$ cat src/rtl/pad_share_if.sv
// Pad-sharing bus: owner-select handshake, per-source pad inputs and pad-ring outputs.
interface pad_share_if #(
  parameter int unsigned NO_PADS = 16,
  parameter int unsigned NO_SRC  = 4,
  parameter int unsigned SELW    = 3
);

  logic [SELW-1:0]           sel_i;
  logic                      sel_valid_i;
  logic                      sel_ready_o;
  logic [NO_SRC*NO_PADS-1:0] src_out_i;
  logic [NO_SRC*NO_PADS-1:0] src_oeb_i;
  logic [NO_PADS-1:0]        io_out_o;
  logic [NO_PADS-1:0]        io_oeb_o;
  logic [NO_SRC-1:0]         src_en_o;
  logic [SELW-1:0]           cur_sel_o;
  logic                      busy_o;

  // Requester / sub-design side
  modport master (
    output sel_i, sel_valid_i, src_out_i, src_oeb_i,
    input  sel_ready_o, io_out_o, io_oeb_o, src_en_o, cur_sel_o, busy_o
  );

  // Controller side
  modport slave (
    input  sel_i, sel_valid_i, src_out_i, src_oeb_i,
    output sel_ready_o, io_out_o, io_oeb_o, src_en_o, cur_sel_o, busy_o
  );

endinterface

$ cat src/rtl/pad_share_ctrl.sv
// Pad-sharing controller: hands the shared user pads to one source at a time,
// with an all-tristate guard window on every ownership change.
module pad_share_ctrl #(
  parameter int unsigned NO_PADS = 16,
  parameter int unsigned NO_SRC  = 4,
  parameter int unsigned SELW    = 3,
  parameter int unsigned GUARD   = 8
) (
  input  logic        wb_clk_i,
  input  logic        wb_rst_i,
  pad_share_if.slave  bus
);

  localparam int unsigned     CNTW     = (GUARD > 1) ? $clog2(GUARD) : 1;
  localparam logic [SELW-1:0] PARK_SEL = SELW'(NO_SRC);
  localparam logic [CNTW-1:0] CNT_LOAD = CNTW'(GUARD - 1);

  typedef enum logic [1:0] {
    ST_PARK,
    ST_ACTIVE,
    ST_GUARD
  } state_e;

  state_e          state_q, state_d;
  logic [SELW-1:0] owner_q, owner_d;
  logic [SELW-1:0] target_q, target_d;
  logic [CNTW-1:0] cnt_q, cnt_d;
  logic            accept;
  logic [SELW-1:0] req_sel;

  // Out-of-range request codes collapse onto the park code
  always_comb begin
    req_sel = (bus.sel_i >= PARK_SEL) ? PARK_SEL : bus.sel_i;
  end

  // Next-state logic: accept requests outside GUARD, count down the guard window
  always_comb begin
    state_d  = state_q;
    owner_d  = owner_q;
    target_d = target_q;
    cnt_d    = cnt_q;
    accept   = bus.sel_valid_i && (state_q != ST_GUARD);
    case (state_q)
      ST_PARK: begin
        if (accept && (req_sel != PARK_SEL)) begin
          state_d  = ST_GUARD;
          target_d = req_sel;
          cnt_d    = CNT_LOAD;
        end
      end
      ST_ACTIVE: begin
        if (accept && (req_sel != owner_q)) begin
          state_d  = ST_GUARD;
          target_d = req_sel;
          cnt_d    = CNT_LOAD;
        end
      end
      ST_GUARD: begin
        if (cnt_q == '0) begin
          owner_d = target_q;
          state_d = (target_q == PARK_SEL) ? ST_PARK : ST_ACTIVE;
        end else begin
          cnt_d = cnt_q - CNTW'(1);
        end
      end
      default: begin
        state_d = ST_PARK;
        owner_d = PARK_SEL;
      end
    endcase
  end

  // State, owner, target and counter registers; reset discards any pending switch
  always_ff @(posedge wb_clk_i) begin
    if (wb_rst_i) begin
      state_q  <= ST_PARK;
      owner_q  <= PARK_SEL;
      target_q <= PARK_SEL;
      cnt_q    <= '0;
    end else begin
      state_q  <= state_d;
      owner_q  <= owner_d;
      target_q <= target_d;
      cnt_q    <= cnt_d;
    end
  end

  // Output decode: pads follow the registered owner only in ACTIVE, safe defaults otherwise
  always_comb begin
    bus.io_out_o    = '0;
    bus.io_oeb_o    = '1;
    bus.src_en_o    = '0;
    bus.cur_sel_o   = PARK_SEL;
    bus.busy_o      = 1'b0;
    bus.sel_ready_o = 1'b1;
    if (state_q == ST_ACTIVE) begin
      bus.cur_sel_o = owner_q;
      for (int unsigned k = 0; k < NO_SRC; k++) begin
        if (owner_q == SELW'(k)) begin
          bus.io_out_o    = bus.src_out_i[k*NO_PADS +: NO_PADS];
          bus.io_oeb_o    = bus.src_oeb_i[k*NO_PADS +: NO_PADS];
          bus.src_en_o[k] = 1'b1;
        end
      end
    end
    if (state_q == ST_GUARD) begin
      bus.busy_o      = 1'b1;
      bus.sel_ready_o = 1'b0;
    end
  end

endmodule

$ cat src/flat_wrapper.sv
// flat-port wrapper written by rule: the top's interface ports become plain ports
module pad_share_ctrl_flat 
#(
  parameter int unsigned NO_PADS = 16,
  parameter int unsigned NO_SRC  = 4,
  parameter int unsigned SELW    = 3,
  parameter int unsigned GUARD   = 8
)
  (wb_clk_i, wb_rst_i, bus_sel_i, bus_sel_valid_i, bus_src_out_i, bus_src_oeb_i, bus_sel_ready_o, bus_io_out_o, bus_io_oeb_o, bus_src_en_o, bus_cur_sel_o, bus_busy_o);
  pad_share_if #(.NO_PADS(NO_PADS), .NO_SRC(NO_SRC), .SELW(SELW)) bus_i ();
  input  logic wb_clk_i;
  input  logic wb_rst_i;
  input wire logic [$bits(bus_i.sel_i)-1:0] bus_sel_i;
  input wire logic [$bits(bus_i.sel_valid_i)-1:0] bus_sel_valid_i;
  input wire logic [$bits(bus_i.src_out_i)-1:0] bus_src_out_i;
  input wire logic [$bits(bus_i.src_oeb_i)-1:0] bus_src_oeb_i;
  output wire logic [$bits(bus_i.sel_ready_o)-1:0] bus_sel_ready_o;
  output wire logic [$bits(bus_i.io_out_o)-1:0] bus_io_out_o;
  output wire logic [$bits(bus_i.io_oeb_o)-1:0] bus_io_oeb_o;
  output wire logic [$bits(bus_i.src_en_o)-1:0] bus_src_en_o;
  output wire logic [$bits(bus_i.cur_sel_o)-1:0] bus_cur_sel_o;
  output wire logic [$bits(bus_i.busy_o)-1:0] bus_busy_o;
  assign bus_i.sel_i = bus_sel_i;
  assign bus_i.sel_valid_i = bus_sel_valid_i;
  assign bus_i.src_out_i = bus_src_out_i;
  assign bus_i.src_oeb_i = bus_src_oeb_i;
  assign bus_sel_ready_o = bus_i.sel_ready_o;
  assign bus_io_out_o = bus_i.io_out_o;
  assign bus_io_oeb_o = bus_i.io_oeb_o;
  assign bus_src_en_o = bus_i.src_en_o;
  assign bus_cur_sel_o = bus_i.cur_sel_o;
  assign bus_busy_o = bus_i.busy_o;
  pad_share_ctrl #(.NO_PADS(NO_PADS), .NO_SRC(NO_SRC), .SELW(SELW), .GUARD(GUARD)) u_core (.wb_clk_i(wb_clk_i), .wb_rst_i(wb_rst_i), .bus(bus_i));
endmodule
$ cat config.mk
export PLATFORM = sky130hd
export DESIGN_NAME = pad_share_ctrl_flat
export DESIGN_NICKNAME = d
export VERILOG_FILES = /design/src/rtl/pad_share_if.sv /design/src/rtl/pad_share_ctrl.sv /design/src/flat_wrapper.sv
export SDC_FILE = /design/constraint.sdc
export NUM_CORES = 1
export LEC_CHECK = 0
export ABC_CLOCK_PERIOD_IN_PS = 4500
export CORE_ASPECT_RATIO = 0.5
export CORE_MARGIN = 2
export CORE_UTILIZATION = 25
export CTS_BUF_LIST = sky130_fd_sc_hd__clkbuf_8
export CTS_CLUSTER_DIAMETER = 100
export DETAILED_ROUTE_END_ITERATION = 12
export PLACE_DENSITY = 0.85
export REMOVE_ABC_BUFFERS = 1
export SKIP_LAST_GASP = 1
export SLEW_MARGIN = 20
export SYNTH_ARGS = -nofsm -noshare
export SYNTH_HDL_FRONTEND = slang
export SYNTH_SLANG_ARGS = --single-unit
$ cat constraint.sdc
create_clock -name wb_clk_i -period 4.5 [get_ports wb_clk_i]
set_input_delay 0.45 -clock wb_clk_i [delete_from_list [all_inputs] [get_ports wb_clk_i]]
set_output_delay 0.45 -clock wb_clk_i [all_outputs]
set_load 0.01 [all_outputs]
* Word-level counts from Yosys, hierarchy flattened
Index checks and enable logic that the tools add are counted.
Cells by class: $add $sub $neg 1, order comparisons 1, equality and inequality tests 13, mux-type cells 33, bitwise gates (word level) 1, reductions and logical operators 13
Operators by type and width (number):
- $mux 16 | 10
- $mux 3 | 8
- $pmux 3 s2 | 2
- $pmux 3 s3 | 1
- $mux 1 | 7
- $eq 3x2->1 const B | 2
- $logic_not 3->1 | 2
- $mux 2 | 3
- $ne 2x1->1 const B | 3
- $pmux 2 s3 | 1
- $reduce_and 3->1 | 2
- $mux 4 | 1
- $ne 2x2->1 const B | 2
- $reduce_and 4->1 | 1
- $eq 3x1->1 const B | 1
- $eq 3x3->1 const B | 1
- $ge 3x3->1 const B | 1
- $logic_and 1x1->1 | 3
- $ne 3x3->1 | 1
- $ne 3x3->1 const B | 1
- $reduce_bool 3->1 | 1
- $sub 3x1->3 const B | 1
- $eq 2x1->1 const B | 1
- $eq 2x2->1 const B | 1
- 5 further kinds | 5
Word-level totals: register bits 11, output and inout bits 41, word-level logic and storage cells 66

* Depth between registers and ports, before layout
Gate-level depths: netlist of the first run.
depth after elaboration 6, depth in mapped cells 6, mapped depth without buffers 6

* Least setup slack after synthesis of the first run
OpenSTA, ideal clock, no wires.
path kind reg2out, from register u_core.owner_q[1], to output bus_io_oeb_o[10], arrival 1.438 ns, data required time 4.050 ns, slack 2.612 ns, stages on the path, launching flop included 7, buffers on the path 2, cell sequence dfxtp_1 > buf_6 > nor2b_1 > and2_1 > nand2_1 > clkbuf_1 > a2bb2oi_1
Between the ends: word-level cells in the longest chain between the ends 6, elaborated cells between the ends (all ways) 9, those cells by class 3 x eq/ne; 5 x mux; 1 x reduce/logical
RTL lines:
- from (decl) | line pad_share_ctrl.sv:25 | logic [SELW-1:0] owner_q, owner_d;
- from (signal assigned) | line pad_share_ctrl.sv:82 | owner_q <= owner_d;
- $logic_not 3->1 | line pad_share_ctrl.sv:99 | if (owner_q == SELW'(k)) begin
- $mux 16 (3 in a row) | line pad_share_ctrl.sv:99
- $mux 16 (*) | line pad_share_ctrl.sv:99
- $mux 16 (*) | line pad_share_ctrl.sv:96 | if (state_q == ST_ACTIVE) begin
- to (decl) | line flat_wrapper.sv:19 | output wire logic [$bits(bus_i.io_oeb_o)-1:0] bus_io_oeb_o;
Every way passes the cells marked *; elsewhere a longest branch is shown, timed or not.

* Worst setup path after layout of the first run
from register u_core.owner_q[0], to output bus_io_out_o[13]
Between the ends: word-level cells in the longest chain between the ends 6, elaborated cells between the ends (all ways) 9, those cells by class 3 x eq/ne; 5 x mux; 1 x reduce/logical
RTL lines:
- $logic_not 3->1 | line pad_share_ctrl.sv:99
- $mux 16 (3 in a row) | line pad_share_ctrl.sv:99
- $mux 16 (*) | line pad_share_ctrl.sv:99
- $mux 16 (*) | line pad_share_ctrl.sv:96
- to (decl) | line flat_wrapper.sv:18 | output wire logic [$bits(bus_i.io_out_o)-1:0] bus_io_out_o;
Marked as above.

==> results.toml, run 1 <==
[detailed_routing]
postRouteWirelength_mm = 7.92
drtAntennaViolNets = 0
viasPerCell = 5.28
dr.pass1.iters = 5
drt_first_iter_violations = 133
wl_per_cell_um = 18.1
drc_errors = 0
via_count = 2312

[clocking]
cts.sinks = 11
clockRootBuffer = "clkbuf_8"
clock_latency_ps = 240
cts-resized-gates = 0
cts_tree = "yes"
cts_setup_buffers = 0
cts_hold_buf = 0
path_clk_slew_ps = 50
clk_path_buf_depth = 2
cts_inserted_buffers = 3
h-tree-depth = 1

[hold_path]
min_to = "u_core.cnt_q[1]"
worstHoldPathCells = 1
hp-start = "u_core.cnt_q[1]"
holdCritPathClass = "register to register"

[setup_path]
cp_max_fo = 20
r2r-start = "u_core.owner_q[0]"
crit_path_end_kind = "primary output"
reg2reg_depth = 5
cp.required_ps = 4050
arrival_ps = 2880
worstSetupStartpointType = "register"
rrSetupSlack_ps = 1880
timing.rr.end = "u_core.cnt_q[2]"
crit_type = "register to primary output"

[sta]
finalSetupTns_ps = 0
max_slew_margin_pct = 37.0
tightest_slew_ps = 943
report.final.slew_viol_count = 0
post-route-min-period_ps = 3330
rsz0062_at_grt = "no"
timing.fmax_mhz = 301
min_period_over_period_pct = 73.9
fin_worst_skew_ps = 1.03
setup_viol = 0
hold_viol_final = 0

[power_and_ir_drop]
peakVddDrop_v = 0.000116
p_per_area_nw_per_um2 = 110
p_leak_uw = 0.00119

[layout]
stdcell_area_um2 = 3380
layout_common_cells = "174 x clkdlybuf4s50_1, 24 x o21ai_0, 12 x nand2_1, 12 x a221o_1, 12 x a2bb2oi_1"
final.fill_count = 533
layout-drive-gt1-share_pct = 5.82
regArea_um2 = 220
diodes = 0
final_common_cell = "clkdlybuf4s50_1"
syn_to_final_growth_pct = 119
layout.nets = 498
multiInputGateArea_um2 = 1230

[synthesis]
synth-seq-cells = 11
ys_warn_count = 0
synth_edf_count = 0
avgSynthCellArea_um2 = 7.91
synthCells = 195
ys_top_cells_by_area = "dfxtp_1 14%, mux4_2 12%, a221o_1 7.8%"
synth_top_area_share_pct = 14.3
ys_seq_area_share_pct = 14.3
synth_top_area_cell = "dfxtp_1"
syn_area_um2 = 1540
ys_types = 41
ys_async_sr_fraction_pct = 0
ys.flop_type = "dfxtp_1"

[grt]
track_usage_pct = 22.4
grt_pass1_wl_mm = 12.0
grt_pass1_vias = 2323
antenna_found_initial = 0
gr-total-overflow = 0
grt_max_degree = 29

[floorplanning]
start_util_pct = 25.7
pin_count = 175
num_rows = 20
fp.dieW_um = 115
die_area_um2 = 6850
fp.coreArea_um2 = 6010
fp.dieH_um = 59.5

[run]
cap_violations = 0

[placed_design]
dp_hpwl_mm = 6.31
place_area_um2 = 3340
globalplace.congestion = 1.00
portBuffers = 174

[run_status]
status = "finished, final reports clean"
## critical path, cell delays in order (launching register included)
cell and delay, ps:
dfxtp_1 930, and2_1 310, nand2_1 310, inv_1 320, a22o_1 200, clkdlybuf4s50_1 540
## power breakdown
part           switching, µW  internal [µW]
clock network           40.0           60.2
registers               3.15            101
logic                   40.3            128
## registers in the layout (all words and copies together), names as in the netlist
signal / flops
u_core.cnt_q: 3
u_core.owner_q: 3
u_core.target_q: 3
u_core.state_q: 2
## worst max path at each step
stage                             to  slack, ps  cells after the start         startpoint
CTS                  bus_io_out_o[8]       1170                      5  u_core.owner_q[0]
global route        bus_io_out_o[11]        930                      5  u_core.owner_q[0]
floorplan           bus_io_out_o[11]       1670                      5  u_core.owner_q[1]
global placement    bus_io_out_o[11]       1540                      5  u_core.owner_q[0]
detailed placement   bus_io_out_o[8]       1440                      5  u_core.owner_q[0]
finish              bus_io_out_o[13]       1170                      5  u_core.owner_q[0]
## logic make-up after synthesis
family | count (synthesis) | share of synthesized area, %
AOI/OAI and AO/OA | 81 | 37.8
xor gates and xnor gates | 2 | 1.14
buffers and inverters | 22 | 6.25
DFF | 11 | 14.3
muxes | 15 | 16.5
adders and majority gates | 2 | 1.62
and+or+nand+nor | 62 | 22.4
## synthesized netlist by cell type, drive strengths merged (8+ instances only)
master   instances
and2            10
nand2           12
o22ai           10
clkbuf           8
mux4             8
a2bb2oi         12
a221o           12
dfxtp           11
nor2            12
buf              8
o21ai           24
## metrics by stage
stage | hold WS (ps) | power, µW | utilization [%] | setup WS (ps) | cells
floorplan | 453 | 144 | - | 1670 | 179
global placement | 464 | 268 | 55.6 | 1540 | 434
detailed placement | 471 | 271 | 55.6 | 1440 | 434
CTS | 483 | 371 | 56.3 | 1170 | 438
global route | 498 | 389 | 56.3 | 929 | 438
finish | 480 | 372 | 56.3 | 1170 | 438
## layout make-up
| type | count | area share, % |
|---|---|---|
| clock buffers | 3 | 1.22 |
| clock inverters | 1 | 0.111 |
| inverters | 6 | 0.666 |
| multi-input cells | 162 | 36.3 |
| flip-flops and latches | 11 | 6.51 |
| well taps | 77 | 2.85 |
| repair buffers | 178 | 52.4 |
## layer usage
metal	vias up	GRT usage (%)	routed length, µm
met4	0	7.92	201
met2	77	41.8	4240
li1	1097	-	-
met1	1117	27.1	3150
met5	-	0	0
met3	21	2.76	328
Power figures use the tool's default switching activity.
==> run 2, diff against run 1 <==
- ABC_CLOCK_PERIOD_IN_PS: 4500 -> 3110
- clock period: 4.5 -> 3.11 ns (I/O delays scaled with it)
==> results.toml, run 2 (same netlist as run 1, synthesis figures left out) <==
[detailed_routing]
drt_first_iter_violations = 99
postRouteWirelength_mm = 7.94
via_count = 2298
wl_per_cell_um = 18.0
dr.pass1.iters = 4
drc_errors = 0
drtAntennaViolNets = 0
viasPerCell = 5.20

[setup_path]
worstSetupStartpointType = "register"
arrival_ps = 2540
reg2reg_depth = 5
crit_type = "register to primary output"
cp.required_ps = 2800
critPathBufInv = 3
crit_path_end_kind = "primary output"
path_cells = "buf_4 > inv_1 > nand2_1 > o21ai_0 > a2bb2oi_1 > clkdlybuf4s50_1"
crit_path_max_incr_delay_ps = 580
rrSetupSlack_ps = 1060
timing.rr.end = "u_core.cnt_q[1]"
cp_top_family = "buffers and inverters"
r2r-start = "u_core.owner_q[0]"
cp_max_fo = 16
crit_slowest_cell = "clkdlybuf4s50_1"

[clocking]
cts-resized-gates = 0
clk_path_buf_depth = 2
path_clk_slew_ps = 50
cts.sinks = 11
h-tree-depth = 1
clockRootBuffer = "clkbuf_8"
cts_inserted_buffers = 3
cts_setup_buffers = 0
cts_hold_buf = 0
clock_latency_ps = 240
cts_tree = "yes"

[floorplanning]
pin_count = 175
fp.coreArea_um2 = 6010
fp.dieH_um = 59.5
die_area_um2 = 6850
fp.dieW_um = 115
num_rows = 20
start_util_pct = 25.7

[sta]
hold_viol_final = 0
max_slew_margin_pct = 55.4
fin_worst_skew_ps = 3.85
finalSetupTns_ps = 0
rsz0062_at_grt = "no"
timing.fmax_mhz = 351
setup_viol = 0
report.final.slew_viol_count = 0
min_period_over_period_pct = 91.7
tightest_slew_ps = 667
post-route-min-period_ps = 2850

[hold_path]
holdCritPathClass = "register to register"
hp-start = "u_core.cnt_q[1]"
worstHoldPathCells = 1
min_to = "u_core.cnt_q[1]"

[layout]
layout_common_cells = "174 x clkdlybuf4s50_1, 24 x o21ai_0, 12 x nand2_1, 12 x a221o_1, 12 x a2bb2oi_1"
top_regs = "u_core.cnt_q (3), u_core.owner_q (3), u_core.target_q (3)"
stdcell_area_um2 = 3410
layout.nets = 502
syn_to_final_growth_pct = 122
diodes = 0
fin_cells = 442
final_common_cell = "clkdlybuf4s50_1"
final_core_utilization_pct = 56.9
layout-drive-gt1-share_pct = 7.12

[grt]
track_usage_pct = 22.6
grt_pass1_vias = 2377
grt_pass1_wl_mm = 12.2
grt_max_degree = 17
antenna_found_initial = 0
gr-total-overflow = 0

[power_and_ir_drop]
p_leak_uw = 0.00121
peakVddDrop_v = 0.000142
p_per_area_nw_per_um2 = 158

[placed_design]
globalplace.congestion = 1.02
place_inst = 438
portBuffers = 174
dp_hpwl_mm = 6.70
place_area_um2 = 3370

[run]
cap_violations = 0

[run_status]
status = "finished, final reports clean"
[run 2: cell types whose count changed in the layout (fill, tap and decap cells not counted), sizes merged]
cell	previous run	this run
buf	4	8
clkinv	0	1
inv	7	6
[run 2: metrics by stage]
step	hold WS [ps]	setup slack, ps	power, µW
floorplan	383	422	208
global placement	463	681	389
detailed placement	481	515	395
CTS	494	228	540
global route	510	69.4	564
finish	487	258	539
[run 2: routing by layer]
metal | GRT usage (%) | part of all wire, % | vias to the layer above
li1 | - | - | 1111
met1 | 26.8 | 39 | 1108
met2 | 44.5 | 56 | 73
met3 | 3.78 | 4.5 | 6
met4 | 2.75 | 0.69 | 0
met5 | 0 | 0 | -
[run 2: area by class of cell]
| class | count | area [µm²] |
|---|---|---|
| flip-flops and latches | 11 | 220 |
| multi-input cells | 162 | 1230 |
| inverters | 6 | 22.5 |
| clock inverters | 1 | 5.00 |
| repair buffers | 182 | 1800 |
| clock buffers | 3 | 41.3 |
| well taps | 77 | 96.3 |
| fillers | 542 | 2590 |
[run 2: report_power, final]
part	switching, µW	internal, µW	leakage [µW]
registers	4.40	146	0.0000894
logic	60.1	185	0.00110
clock network	56.0	88.1	0.0000255
total	120	419	0.00121
[run 2: worst max path at each step]
stage / startpoint / endpoint / cells past startpoint
after global routing: u_core.owner_q[1] / bus_io_oeb_o[8] / 6
after global placement: u_core.owner_q[1] / bus_io_oeb_o[8] / 6
after floorplan: u_core.owner_q[1] / bus_io_out_o[11] / 5
final: u_core.owner_q[1] / bus_io_oeb_o[8] / 6
after CTS: u_core.owner_q[1] / bus_io_oeb_o[8] / 6
after detailed placement: u_core.owner_q[1] / bus_io_oeb_o[8] / 6
==> patch (config.mk and constraints of run 1) <==
`NO_PADS` is set to 16 in 3 places; all go to 8.
--- a/src/rtl/pad_share_if.sv
+++ b/src/rtl/pad_share_if.sv
@@ -1,5 +1,5 @@
 // Pad-sharing bus: owner-select handshake, per-source pad inputs and pad-ring outputs.
 interface pad_share_if #(
-  parameter int unsigned NO_PADS = 16,
+  parameter int unsigned NO_PADS = 8,
   parameter int unsigned NO_SRC  = 4,
   parameter int unsigned SELW    = 3
--- a/src/rtl/pad_share_ctrl.sv
+++ b/src/rtl/pad_share_ctrl.sv
@@ -2,5 +2,5 @@
 // with an all-tristate guard window on every ownership change.
 module pad_share_ctrl #(
-  parameter int unsigned NO_PADS = 16,
+  parameter int unsigned NO_PADS = 8,
   parameter int unsigned NO_SRC  = 4,
   parameter int unsigned SELW    = 3,
--- a/src/flat_wrapper.sv
+++ b/src/flat_wrapper.sv
@@ -2,5 +2,5 @@
 module pad_share_ctrl_flat 
 #(
-  parameter int unsigned NO_PADS = 16,
+  parameter int unsigned NO_PADS = 8,
   parameter int unsigned NO_SRC  = 4,
   parameter int unsigned SELW    = 3,
Ports: changed (resized bus_io_oeb_o, bus_io_out_o, bus_src_oeb_i and bus_src_out_i); port bits go from 175 to 95. No check against the original RTL was run, so the function may have changed too.
==> patch against run 1 <==
- first-iteration DRC count down 48%
- non-clock buffer count down 83
- die area down 19%
- synthesized area down 20%
- clock skew about the same
- register-to-register slack better by 0.56 ns
- power down 12%
- cell area down 33%
- worst setup slack better by 0.52 ns
- wire length down 43%
- sequential cell count unchanged
- critical path type unchanged
- largest cell class unchanged
==> patch: results (changes against run 1) <==
status: "finished, final reports clean"  # unchanged
avgViaCountPerCell: 5.09  # was 5.28
gp_congestion: 0.765  # was 1.00
power.leakage_uw: 0.000775  # was 0.00119 uW
clock_skew_ns: 0.000640  # was 0.00103 ns
cts_setup_buffers: 0  # unchanged
r2r_setup_slack_ns: 2.44  # was 1.88 ns
vdd_drop_max_v: 0.000134  # was 0.000116 V
async_reset_ff_frac: 0  # unchanged
dpl_cell_area_sq_mm: 0.00221  # was 0.00334 sq mm
cp_max_fo: 22  # was 20
drt-pass1-iter-count: 4  # was 5
synth-xor-area-share: 0.0274  # was 0.0114
netlist_top_cells_count: "17 x nor2_1, 14 x mux2i_1, 12 x o21ai_0, 11 x dfxtp_1, 9 x a221oi_1"  # was 24 x o21ai_0, 12 x a221o_1, 12 x a2bb2oi_1, 12 x nand2_1, 12 x nor2_1
nets: 320  # was 498
crit_arrival_ns: 2.35  # was 2.88 ns
hpwl_mm: 3.57  # was 6.31 mm
grt_pass1_vias: 1530  # was 2323
io_buffer_count: 94  # was 174
yosysUniqueCellTypes: 43  # was 41
groute.usage.overall: 0.155  # was 0.224
drive_gt1_frac: 0.0607  # was 0.0582
synthAdderAreaFrac: 0.0203  # was 0.0162
critPathCapture: "bus_io_out_o[5]"  # was bus_io_out_o[13]
relSlewSlack: 0.589  # was 0.370
grt_start_max_net_pins: 38  # was 29
synth_compound_area_frac: 0.320  # was 0.378
synth_top_cells_by_area: "dfxtp_1 18%, mux2i_1 11%, a221oi_1 6.4%"  # was dfxtp_1 14%, mux4_2 12%, a221o_1 7.8%
grt_pass1_wl_mm: 6.78  # was 12.0 mm
synth_mux_area_frac: 0.141  # was 0.165
reg2reg_to: "u_core.cnt_q[1]"  # was u_core.cnt_q[2]
drt_iter0_drc: 69  # was 133
wl_per_cell_um: 14.4  # was 18.1 um
ys_seq_area_frac: 0.178  # was 0.143
crit_start: "u_core.owner_q[1]"  # was u_core.owner_q[0]
num-fill-cells: 450  # was 533
r2r_cells: 5  # unchanged
critPathMaxStageDelay_ns: 0.58  # was 0.93 ns
crit_family: "buffers and inverters"  # was flip-flops
-- patch: changes by cell type after synthesis, sizes merged, moves of 8 or more --
| cell | change |
|---|---|
| a221o | -12 |
| a2bb2oi | -12 |
| o21ai | -12 |
| a221oi | +10 |
| mux2i | +10 |
| mux4 | -8 |
-- patch: cell type report --
type	count	area [sq um]	share of cell area
Clock inverter	1	3.75	0.00166
Timing Repair Buffer	95	948	0.420
Multi-Input combinational cell	128	926	0.410
Inverter	9	33.8	0.0150
Sequential cell	11	221	0.0981
Clock buffer	3	41.3	0.0183
Tap cell	66	82.6	0.0366
-- patch: logic make-up (layout without fill, tap and decap cells) --
kind of cell               Yosys count  in the layout
AOI/OAI and AO/OA                   50             50
xor gates and xnor gates             3              3
adders and majority gates            2              2
buffers and inverters               21            108
DFF                                 11             11
muxes                               17             17
and+or+nand+nor                     56             56
-- patch: worst min-delay path: stages, from the launching register on --
cell      delay (ns)
dfxtp_1         0.30
inv_1           0.08
a221oi_1        0.09
-- patch: worst min-delay path by stage --
stage                                    end  slack (ns)               start  depth (start not counted)
after floorplan           u_core.target_q[1]        0.47  u_core.target_q[1]                          2
after global placement       u_core.cnt_q[1]        0.49     u_core.cnt_q[1]                          2
after detailed placement  u_core.target_q[0]        0.50  u_core.target_q[0]                          2
after CTS                 u_core.target_q[0]        0.52  u_core.target_q[0]                          2
after global routing      u_core.target_q[0]        0.55  u_core.target_q[0]                          2
final                        u_core.cnt_q[1]        0.53     u_core.cnt_q[1]                          2
-- patch: layer usage --
layer / routed length (um) / vias up / track usage
li1: - / 776 / -
met1: 1790 / 751 / 0.176
met2: 2380 / 54 / 0.304
met3: 248 / 11 / 0.0247
met4: 85 / 0 / 0.0439
met5: 0 / - / 0
-- patch: through the flow --
step,cells,setup WS (ns)
2_1_floorplan,148,2.13
3_3_place_gp,309,1.93
3_5_place_dp,309,1.86
4_1_cts,313,1.61
5_1_grt,313,1.56
6_report,313,1.70
-- patch: power by group --
group,internal [uW],leakage [uW],switching [uW]
logic,79.4,0.000658,41.9
clock network,59.9,0.0000269,37.7
registers,104,0.0000905,6.71
